===== config.mk =====
export PLATFORM = sky130hd
export DESIGN_NAME = squash_unit_l2_flat
export DESIGN_NICKNAME = d
export VERILOG_FILES = /design/src/rtl/squash_unit_l2_if.sv /design/src/rtl/squash_unit_l2.sv /design/src/flat_wrapper.sv
export SDC_FILE = /design/constraint.sdc
export NUM_CORES = 1
export LEC_CHECK = 0
export ABC_CLOCK_PERIOD_IN_PS = 3700
export CAP_MARGIN = 20
export CELL_PAD_IN_SITES_DETAIL_PLACEMENT = 0
export CELL_PAD_IN_SITES_GLOBAL_PLACEMENT = 1
export CORE_ASPECT_RATIO = 1.25
export CORE_MARGIN = 3
export CORE_UTILIZATION = 28
export DETAILED_ROUTE_END_ITERATION = 7
export PLACE_DENSITY = 0.87
export SLEW_MARGIN = 5
export SYNTH_ARGS = -nofsm -noshare
export SYNTH_HDL_FRONTEND = slang
export SYNTH_SLANG_ARGS = --single-unit

===== constraint.sdc =====
create_clock -name clk -period 3.7 [get_ports clk]
set_input_delay 0.37 -clock clk [delete_from_list [all_inputs] [get_ports clk]]
set_output_delay 0.37 -clock clk [all_outputs]
set_load 0.01 [all_outputs]

===== src/rtl/squash_unit_l2_if.sv =====
// squash_unit_l2_if -- request/commit/grant bundle for the squash arbiter.
//   arb_val/arb_seq_num/arb_target : per-source squash requests
//   commit_val/commit_seq_num      : commit notification
//   gnt_val/gnt_seq_num/gnt_target : registered squash grant
// master: producer/consumer side (drives requests and commits, sees grants)
// slave : squash_unit_l2 side
interface squash_unit_l2_if #(
  parameter int unsigned p_num_arb      = 2,
  parameter int unsigned p_seq_num_bits = 5,
  parameter int unsigned p_addr_bits    = 32
);
  logic [p_num_arb-1:0]                     arb_val;
  logic [p_num_arb-1:0][p_seq_num_bits-1:0] arb_seq_num;
  logic [p_num_arb-1:0][p_addr_bits-1:0]    arb_target;
  logic                                     commit_val;
  logic [p_seq_num_bits-1:0]                commit_seq_num;
  logic                                     gnt_val;
  logic [p_seq_num_bits-1:0]                gnt_seq_num;
  logic [p_addr_bits-1:0]                   gnt_target;

  modport master (
    output arb_val, arb_seq_num, arb_target, commit_val, commit_seq_num,
    input  gnt_val, gnt_seq_num, gnt_target
  );

  modport slave (
    input  arb_val, arb_seq_num, arb_target, commit_val, commit_seq_num,
    output gnt_val, gnt_seq_num, gnt_target
  );
endinterface


===== src/rtl/squash_unit_l2.sv =====
// squash_unit_l2 -- oldest-first squash arbiter with held-grant filtering.
// Ports:
//   clk  : clock
//   rst  : synchronous active-high reset
//   bus  : squash_unit_l2_if.slave (requests, commit, registered grant)
//   stat_gnt_count / stat_drop_count : saturating counters, present only
//     when SQUASH_UNIT_L2_STATS_EN is defined
// Ages are (seq - head) mod 2^bits against the registered head. The last
// grant stays held until it commits; requests at or younger than it are
// dropped as already squashed or duplicates.
module squash_unit_l2 #(
  parameter int unsigned p_num_arb      = 2,
  parameter int unsigned p_seq_num_bits = 5,
  parameter int unsigned p_addr_bits    = 32
) (
  input  logic clk,
  input  logic rst,
  squash_unit_l2_if.slave bus
`ifdef SQUASH_UNIT_L2_STATS_EN
  ,
  output logic [15:0] stat_gnt_count,
  output logic [15:0] stat_drop_count
`endif
);

  logic [p_seq_num_bits-1:0] head_q, head_d;
  logic                      held_val_q, held_val_d;
  logic [p_seq_num_bits-1:0] held_seq_q, held_seq_d;
  logic                      gnt_val_q, gnt_val_d;
  logic [p_seq_num_bits-1:0] gnt_seq_q, gnt_seq_d;
  logic [p_addr_bits-1:0]    gnt_target_q, gnt_target_d;

  logic                      held_active;
  logic [p_seq_num_bits-1:0] held_age;
  logic [p_seq_num_bits-1:0] age;
  logic                      win_found;
  logic [p_seq_num_bits-1:0] win_age;
  logic [p_seq_num_bits-1:0] win_seq;
  logic [p_addr_bits-1:0]    win_target;
  logic [15:0]               req_count;

  always_comb begin
    // A commit of the held instruction releases it in the same cycle.
    held_active = held_val_q &&
                  !(bus.commit_val && (bus.commit_seq_num == held_seq_q));
    held_age    = held_seq_q - head_q;

    win_found  = 1'b0;
    win_age    = '1;
    win_seq    = '0;
    win_target = '0;
    age        = '0;
    req_count  = '0;
    for (int unsigned i = 0; i < p_num_arb; i++) begin
      age = bus.arb_seq_num[i] - head_q;
      if (bus.arb_val[i]) begin
        req_count = req_count + 16'd1;
        // Strict '<' keeps the lowest index on ties.
        if (!(held_active && (age >= held_age)) &&
            (!win_found || (age < win_age))) begin
          win_found  = 1'b1;
          win_age    = age;
          win_seq    = bus.arb_seq_num[i];
          win_target = bus.arb_target[i];
        end
      end
    end

    head_d       = bus.commit_val ? (bus.commit_seq_num + 1'b1) : head_q;
    gnt_val_d    = win_found;
    gnt_seq_d    = win_found ? win_seq : gnt_seq_q;
    gnt_target_d = win_found ? win_target : gnt_target_q;
    held_val_d   = win_found ? 1'b1 : held_active;
    held_seq_d   = win_found ? win_seq : held_seq_q;
  end

  always_ff @(posedge clk) begin
    if (rst) begin
      head_q       <= '0;
      held_val_q   <= 1'b0;
      held_seq_q   <= '0;
      gnt_val_q    <= 1'b0;
      gnt_seq_q    <= '0;
      gnt_target_q <= '0;
    end else begin
      head_q       <= head_d;
      held_val_q   <= held_val_d;
      held_seq_q   <= held_seq_d;
      gnt_val_q    <= gnt_val_d;
      gnt_seq_q    <= gnt_seq_d;
      gnt_target_q <= gnt_target_d;
    end
  end

  assign bus.gnt_val     = gnt_val_q;
  assign bus.gnt_seq_num = gnt_seq_q;
  assign bus.gnt_target  = gnt_target_q;

`ifdef SQUASH_UNIT_L2_STATS_EN
  logic [15:0] gnt_cnt_q, gnt_cnt_d;
  logic [15:0] drop_cnt_q, drop_cnt_d;
  logic [16:0] gnt_sum, drop_sum;

  always_comb begin
    gnt_sum    = {1'b0, gnt_cnt_q} + {16'd0, win_found};
    drop_sum   = {1'b0, drop_cnt_q} + {1'b0, req_count} - {16'd0, win_found};
    gnt_cnt_d  = gnt_sum[16] ? '1 : gnt_sum[15:0];
    drop_cnt_d = drop_sum[16] ? '1 : drop_sum[15:0];
  end

  always_ff @(posedge clk) begin
    if (rst) begin
      gnt_cnt_q  <= '0;
      drop_cnt_q <= '0;
    end else begin
      gnt_cnt_q  <= gnt_cnt_d;
      drop_cnt_q <= drop_cnt_d;
    end
  end

  assign stat_gnt_count  = gnt_cnt_q;
  assign stat_drop_count = drop_cnt_q;
`else
  logic unused_req_count;
  assign unused_req_count = ^req_count;
`endif

endmodule

===== src/flat_wrapper.sv =====
// flat-port wrapper written by rule: the top's interface ports become plain ports
module squash_unit_l2_flat 
#(
  parameter int unsigned p_num_arb      = 2,
  parameter int unsigned p_seq_num_bits = 5,
  parameter int unsigned p_addr_bits    = 32
)
  (clk, rst, bus_arb_val, bus_arb_seq_num, bus_arb_target, bus_commit_val, bus_commit_seq_num, bus_gnt_val, bus_gnt_seq_num, bus_gnt_target);
  squash_unit_l2_if #(.p_num_arb(p_num_arb), .p_seq_num_bits(p_seq_num_bits), .p_addr_bits(p_addr_bits)) bus_i ();
  input  logic clk;
  input  logic rst;
  input wire logic [$bits(bus_i.arb_val)-1:0] bus_arb_val;
  input wire logic [$bits(bus_i.arb_seq_num)-1:0] bus_arb_seq_num;
  input wire logic [$bits(bus_i.arb_target)-1:0] bus_arb_target;
  input wire logic [$bits(bus_i.commit_val)-1:0] bus_commit_val;
  input wire logic [$bits(bus_i.commit_seq_num)-1:0] bus_commit_seq_num;
  output wire logic [$bits(bus_i.gnt_val)-1:0] bus_gnt_val;
  output wire logic [$bits(bus_i.gnt_seq_num)-1:0] bus_gnt_seq_num;
  output wire logic [$bits(bus_i.gnt_target)-1:0] bus_gnt_target;
  assign bus_i.arb_val = bus_arb_val;
  assign bus_i.arb_seq_num = bus_arb_seq_num;
  assign bus_i.arb_target = bus_arb_target;
  assign bus_i.commit_val = bus_commit_val;
  assign bus_i.commit_seq_num = bus_commit_seq_num;
  assign bus_gnt_val = bus_i.gnt_val;
  assign bus_gnt_seq_num = bus_i.gnt_seq_num;
  assign bus_gnt_target = bus_i.gnt_target;
  squash_unit_l2 #(.p_num_arb(p_num_arb), .p_seq_num_bits(p_seq_num_bits), .p_addr_bits(p_addr_bits)) u_core (.clk(clk), .rst(rst), .bus(bus_i));
endmodule

# Word level (Yosys, flattened, before mapping)
# Index checks and enable logic that the tools add are counted.
# word_totals
register_bits	44
input_bits	84
elab_cells	37
# op_classes
addsub	4
n_lt_le_gt_ge	3
eq_ne	1
mux	15
n_reduce_logical	9
# ops
operator	count
$mux 32	4
$mux 5	6
$sub 5x5->5	3
$ge 5x5->1	2
$add 5x1->5 const B	1
$eq 5x5->1	1
$logic_and 1x1->1	5
$lt 5x5->1	1
$mux 1	5
$logic_not 1->1	3
$logic_or 1x1->1	1

# Longest topological paths before layout
# Gate-level depths: netlist (run 1).
# logic_depth
word_depth	13
depth_mapped	20
depth_no_buf	19

# Worst setup path after synthesis (run 1)
# OpenSTA, ideal clock, no wires.
# synth_timing
path_type	register to register
from	register u_core.held_seq_q[0]
to	register u_core.gnt_target_q[25], in the netlist u_core.bus.gnt_target[25]
setup_ps	123
arrival_time_ps	3641
path_slack_ps	-64
path_stages_with_launch	20
synth_period_minus_slack_ps	3764
path_cell_list	dfxtp_1 > inv_1 > ha_1 > inv_1 > fa_1 > a21o_1 > a21oi_1 > xnor2_1 > ha_1 > a21boi_0 > o221ai_2 > nand2_2 > nor2_1 > ha_1 > o211ai_1 > o21a_1 > o221ai_2 > nand2_2 > clkbuf_8 > a221o_2
# synth_between
elab_chain_cells	12
# synth_lines
element	line	source
start, declared	squash_unit_l2.sv:28	logic [p_seq_num_bits-1:0] held_seq_q, held_seq_d;
start signal, assigned	squash_unit_l2.sv:88	held_seq_q <= held_seq_d;
branches (longest 12 deep; another with $sub 5x5->5)	--	
end signal, assigned	squash_unit_l2.sv:91	gnt_target_q <= gnt_target_d;
end, declared	squash_unit_l2.sv:31	logic [p_addr_bits-1:0] gnt_target_q, gnt_target_d;
# Parallel ways; which one is timed is not known.
# A chain may end at the register's enable or synchronous reset.

# Final worst setup path (run 1)
# layout_timing
from	register u_core.held_seq_q[0]
to	register u_core.gnt_target_q[22], in the netlist u_core.bus.gnt_target[22]
# The elaborated chain is that of the path after synthesis.

==> impl_metrics.csv, run 1 <==
group,metric,value,unit
critical_path,path_class,"reg2reg",
timing,clock_skew,0.00567,ns
global_routing,grt_max_degree,45,
outcome,violations,"negative setup slack",
critical_path,cp-end-kind,"flip-flop",
timing,post-route-min-period,4.05,ns
critical_path,cpPeakStageDelay,0.34,ns
route,drc,0,
power,peakVddDrop,321,µV
clock_tree,cts_sinks,44,
synth,post_synth.cell_area_avg,10.5,µm²
power,p_leak,1.84,nW
cells_and_area,final_core_util,0.509,
clock_tree,cts_root_buf,"clkbuf_16",
clock_tree,clock_path_buffers,2,
synth,synth_top_area_frac,0.321,
worst_hold_path,min_path_type,"in2reg",
synth,synthFlopType,"dfxtp_1",
route,via_count,2683,
clock_tree,ctsHoldBuffers,0,
placed_design,placed_area,4230,µm²
floorplan,die_w,94.5,µm
cells_and_area,area_delta_synth_final,73.2,%
floorplan,rows,39,
critical_path,start_kind,"flip-flop",
critical_path,cp_cell_sequence,"inv_2, ha_4, inv_4, fa_2, a21o_1, a21oi_2, xnor2_2, ha_1, a21boi_1, o221ai_2, nand2_2, nor2_2, ha_1, o211ai_1, o21a_1, buf_6, o221ai_4, nand2_4, buf_6, buf_16, a221o_2",
synth,synth_most_common_cell,"dfxtp_1",
placed_design,gp_congestion,0.850,
placed_design,io_buffers,121,
global_routing,antenna_found_initial,0,
synth,synth_warnings,0,
flow_run,max_cap_violations,0,
cells_and_area,layout-drive-gt1-share,0.291,
synth,synth.distinct_cells,38,
timing,setup_ws,-0.346,ns
critical_path,cp_max_fo,6,
timing,worst_pin_slew,0.516,ns
timing,hold_violations,0,
floorplan,dieArea,11000,µm²
route,firstDrtPassIters,4,
global_routing,grt_pass1_wl,13.8,mm
clock_tree,cts_tree,"done",
synth,yosys.area.top_type,"dfxtp_1",
cells_and_area,antenna_cells,0,
floorplan,coreArea,9320,µm²
timing,rsz0062_at_grt,"true",
global_routing,first_global_vias,2811,
cells_and_area,finish.instance_area,4750,µm²
timing,fin_tns_setup,-12.20,ns
timing,slew_headroom,0.656,
outcome,outcome,"finished, violations left",
clock_tree,cts_buffers,5,
route,ant_nets,0,
critical_path,critPathTopFamily,"compound AO/OA/AOI/OAI gates",
synth,synthCells,260,
critical_path,worstPathArrival,4.23,ns
route,routed_wl,9.20,mm
critical_path,path_buf_inv,5,
synth,netlist_top_cells_count,"dfxtp_1 (44), a221o_2 (36), nor3b_1 (36)",
timing,max_freq,247,MHz
synth,syn_nets,374,
global_routing,grt-ovfl-total,0,
timing,slew_violations,0,
synth,ys_seq_area_frac,0.321,
floorplan,ios,122,
critical_path,required,3.88,ns
synth,synthesis.area,2740,µm²
timing,period_share,1.09,
floorplan,initial_core_util,0.294,
synth,synthArstFlopShare,0,
placed_design,dp.final_hpwl,6.36,mm
critical_path,cp_slowest_cell,"a221o_2",
route,wl_per_cell,17.0,µm
clock_tree,clk_pin_slew,0.07,ns
route,viasPerCell,4.95,
cells_and_area,finalNetCount,532,
power,p_per_area,693,nW/µm²
timing,setup_violations,37,
global_routing,grt_util_all_layers,0.161,
synth,ys_ff_latch,44,
clock_tree,h-tree-depth,2,
clock_tree,worstSkewPairLatency,0.29,ns
synth,ys_top_cells_by_area,"dfxtp_1 (32%), a221o_2 (15%), ha_1 (12%)",
synth,synth_edf_count,0,
route,drtIter0Drc,131,
floorplan,die_y,117,µm
where the power goes:
group | switching, mW | total [mW] | internal (mW) | leakage (nW)
logic | 0.860 | 2.06 | 1.20 | 1.40
registers | 0.0819 | 0.717 | 0.635 | 0.366
clock network | 0.198 | 0.516 | 0.318 | 0.0798
total | 1.14 | 3.29 | 2.15 | 1.84
metal layers:
metal	part of all wire	track usage	up-vias
met5	0	0	-
met4	0.020	0.0510	0
met3	0.058	0.0361	12
met2	0.52	0.290	91
met1	0.41	0.189	1269
li1	-	-	1311
final cells by class:
| cell class | count | area [µm²] |
|---|---|---|
| inverter | 14 | 55.1 |
| fill | 822 | 4570 |
| clock inverter | 3 | 42.5 |
| timing repair buffer | 167 | 1720 |
| multi-input combinational | 186 | 1770 |
| tap | 123 | 154 |
| clock buffer | 5 | 125 |
| sequential | 44 | 885 |
per-stage QoR:
stage                     hold slack (ns)  power [mW]  setup WS [ns]  cells
after floorplan                     0.460        1.71         0.0215    260
after global routing                0.452        3.50         -0.511    542
after detailed placement            0.483        2.43         -0.607    514
final                               0.431        3.29         -0.346    542
after CTS                           0.439        3.23         -0.216    536
after global placement              0.475        2.40         -0.512    514
cells by family after synthesis:
group	share of synthesized area
DFF	0.321
adders and majority gates	0.145
and+or+nand+nor	0.157
AOI/OAI and AO/OA	0.241
muxes	0.00365
xor gates and xnor gates	0.0639
buffers and inverters	0.0675
worst register-to-register path: stages (launching register included):
cell and delay (ns):
dfxtp_2 0.33, inv_2 0.07, ha_4 0.13, inv_4 0.03, fa_2 0.33, a21o_1 0.18
a21oi_2 0.21, xnor2_2 0.16, ha_1 0.28, a21boi_1 0.14, o221ai_2 0.23, nand2_2 0.15
nor2_2 0.12, ha_1 0.21, o211ai_1 0.11, o21a_1 0.21, buf_6 0.12, o221ai_4 0.18
nand2_4 0.10, buf_6 0.14, buf_16 0.13, a221o_2 0.34
layout by cell type, fill, tap and decap left out, types with 7 or more instances in the layout:
master,netlist,layout
a221o_2,36,36
buf_4,0,29
buf_6,5,9
clkbuf_16,0,7
clkdlybuf4s50_1,0,118
dfxtp_1,44,41
ha_1,27,24
inv_1,14,10
nor3b_1,36,36
xnor2_1,14,12
registers in the layout, indices dropped and copies added (netlist names):
signal and cells:
u_core.bus.gnt_target 32, u_core.bus.gnt_val 1, u_core.head_q 5, u_core.held_seq_q 5, u_core.held_val_q 1
worst paths after layout:
kind,start,endpoint,slack [ns],depth (start not counted)
max,u_core.held_seq_q[0],u_core.bus.gnt_target[22],-0.35,21
min,bus_arb_seq_num[0],u_core.held_seq_q[0],0.43,2
max reg2reg,u_core.held_seq_q[0],u_core.bus.gnt_target[22],-0.35,21
min reg2reg,u_core.head_q[3],u_core.head_q[3],0.49,2
repair_timing:
item	in CTS	in global routing
endpoints found under the setup margin	37	37
pin swaps	57	20
buffers inserted	10	6
gates cloned	4	2
endpoints found under the hold margin	0	0
gates resized for setup	25	14
Note: power is estimated with default switching activity, not from simulation.
==> run 2: changes to the inputs <==
--- a/config.mk
+++ b/config.mk
@@ -12,6 +12,7 @@
 export CORE_ASPECT_RATIO = 1.25
 export CORE_MARGIN = 3
 export CORE_UTILIZATION = 28
+export CTS_CLUSTER_SIZE = 28
 export DETAILED_ROUTE_END_ITERATION = 7
 export PLACE_DENSITY = 0.87
 export SLEW_MARGIN = 5
==> results of run 2 <==
The final DEF is identical to that of run 1; final timing and power are the same.
==> run 3: changes to the inputs <==
--- a/config.mk
+++ b/config.mk
@@ -14,6 +14,7 @@
 export CORE_UTILIZATION = 28
 export CTS_CLUSTER_SIZE = 28
 export DETAILED_ROUTE_END_ITERATION = 7
+export HOLD_SLACK_MARGIN = 0.03
 export PLACE_DENSITY = 0.87
 export SLEW_MARGIN = 5
 export SYNTH_ARGS = -nofsm -noshare
==> results of run 3 <==
The final DEF is identical to that of run 1; final timing and power are the same.
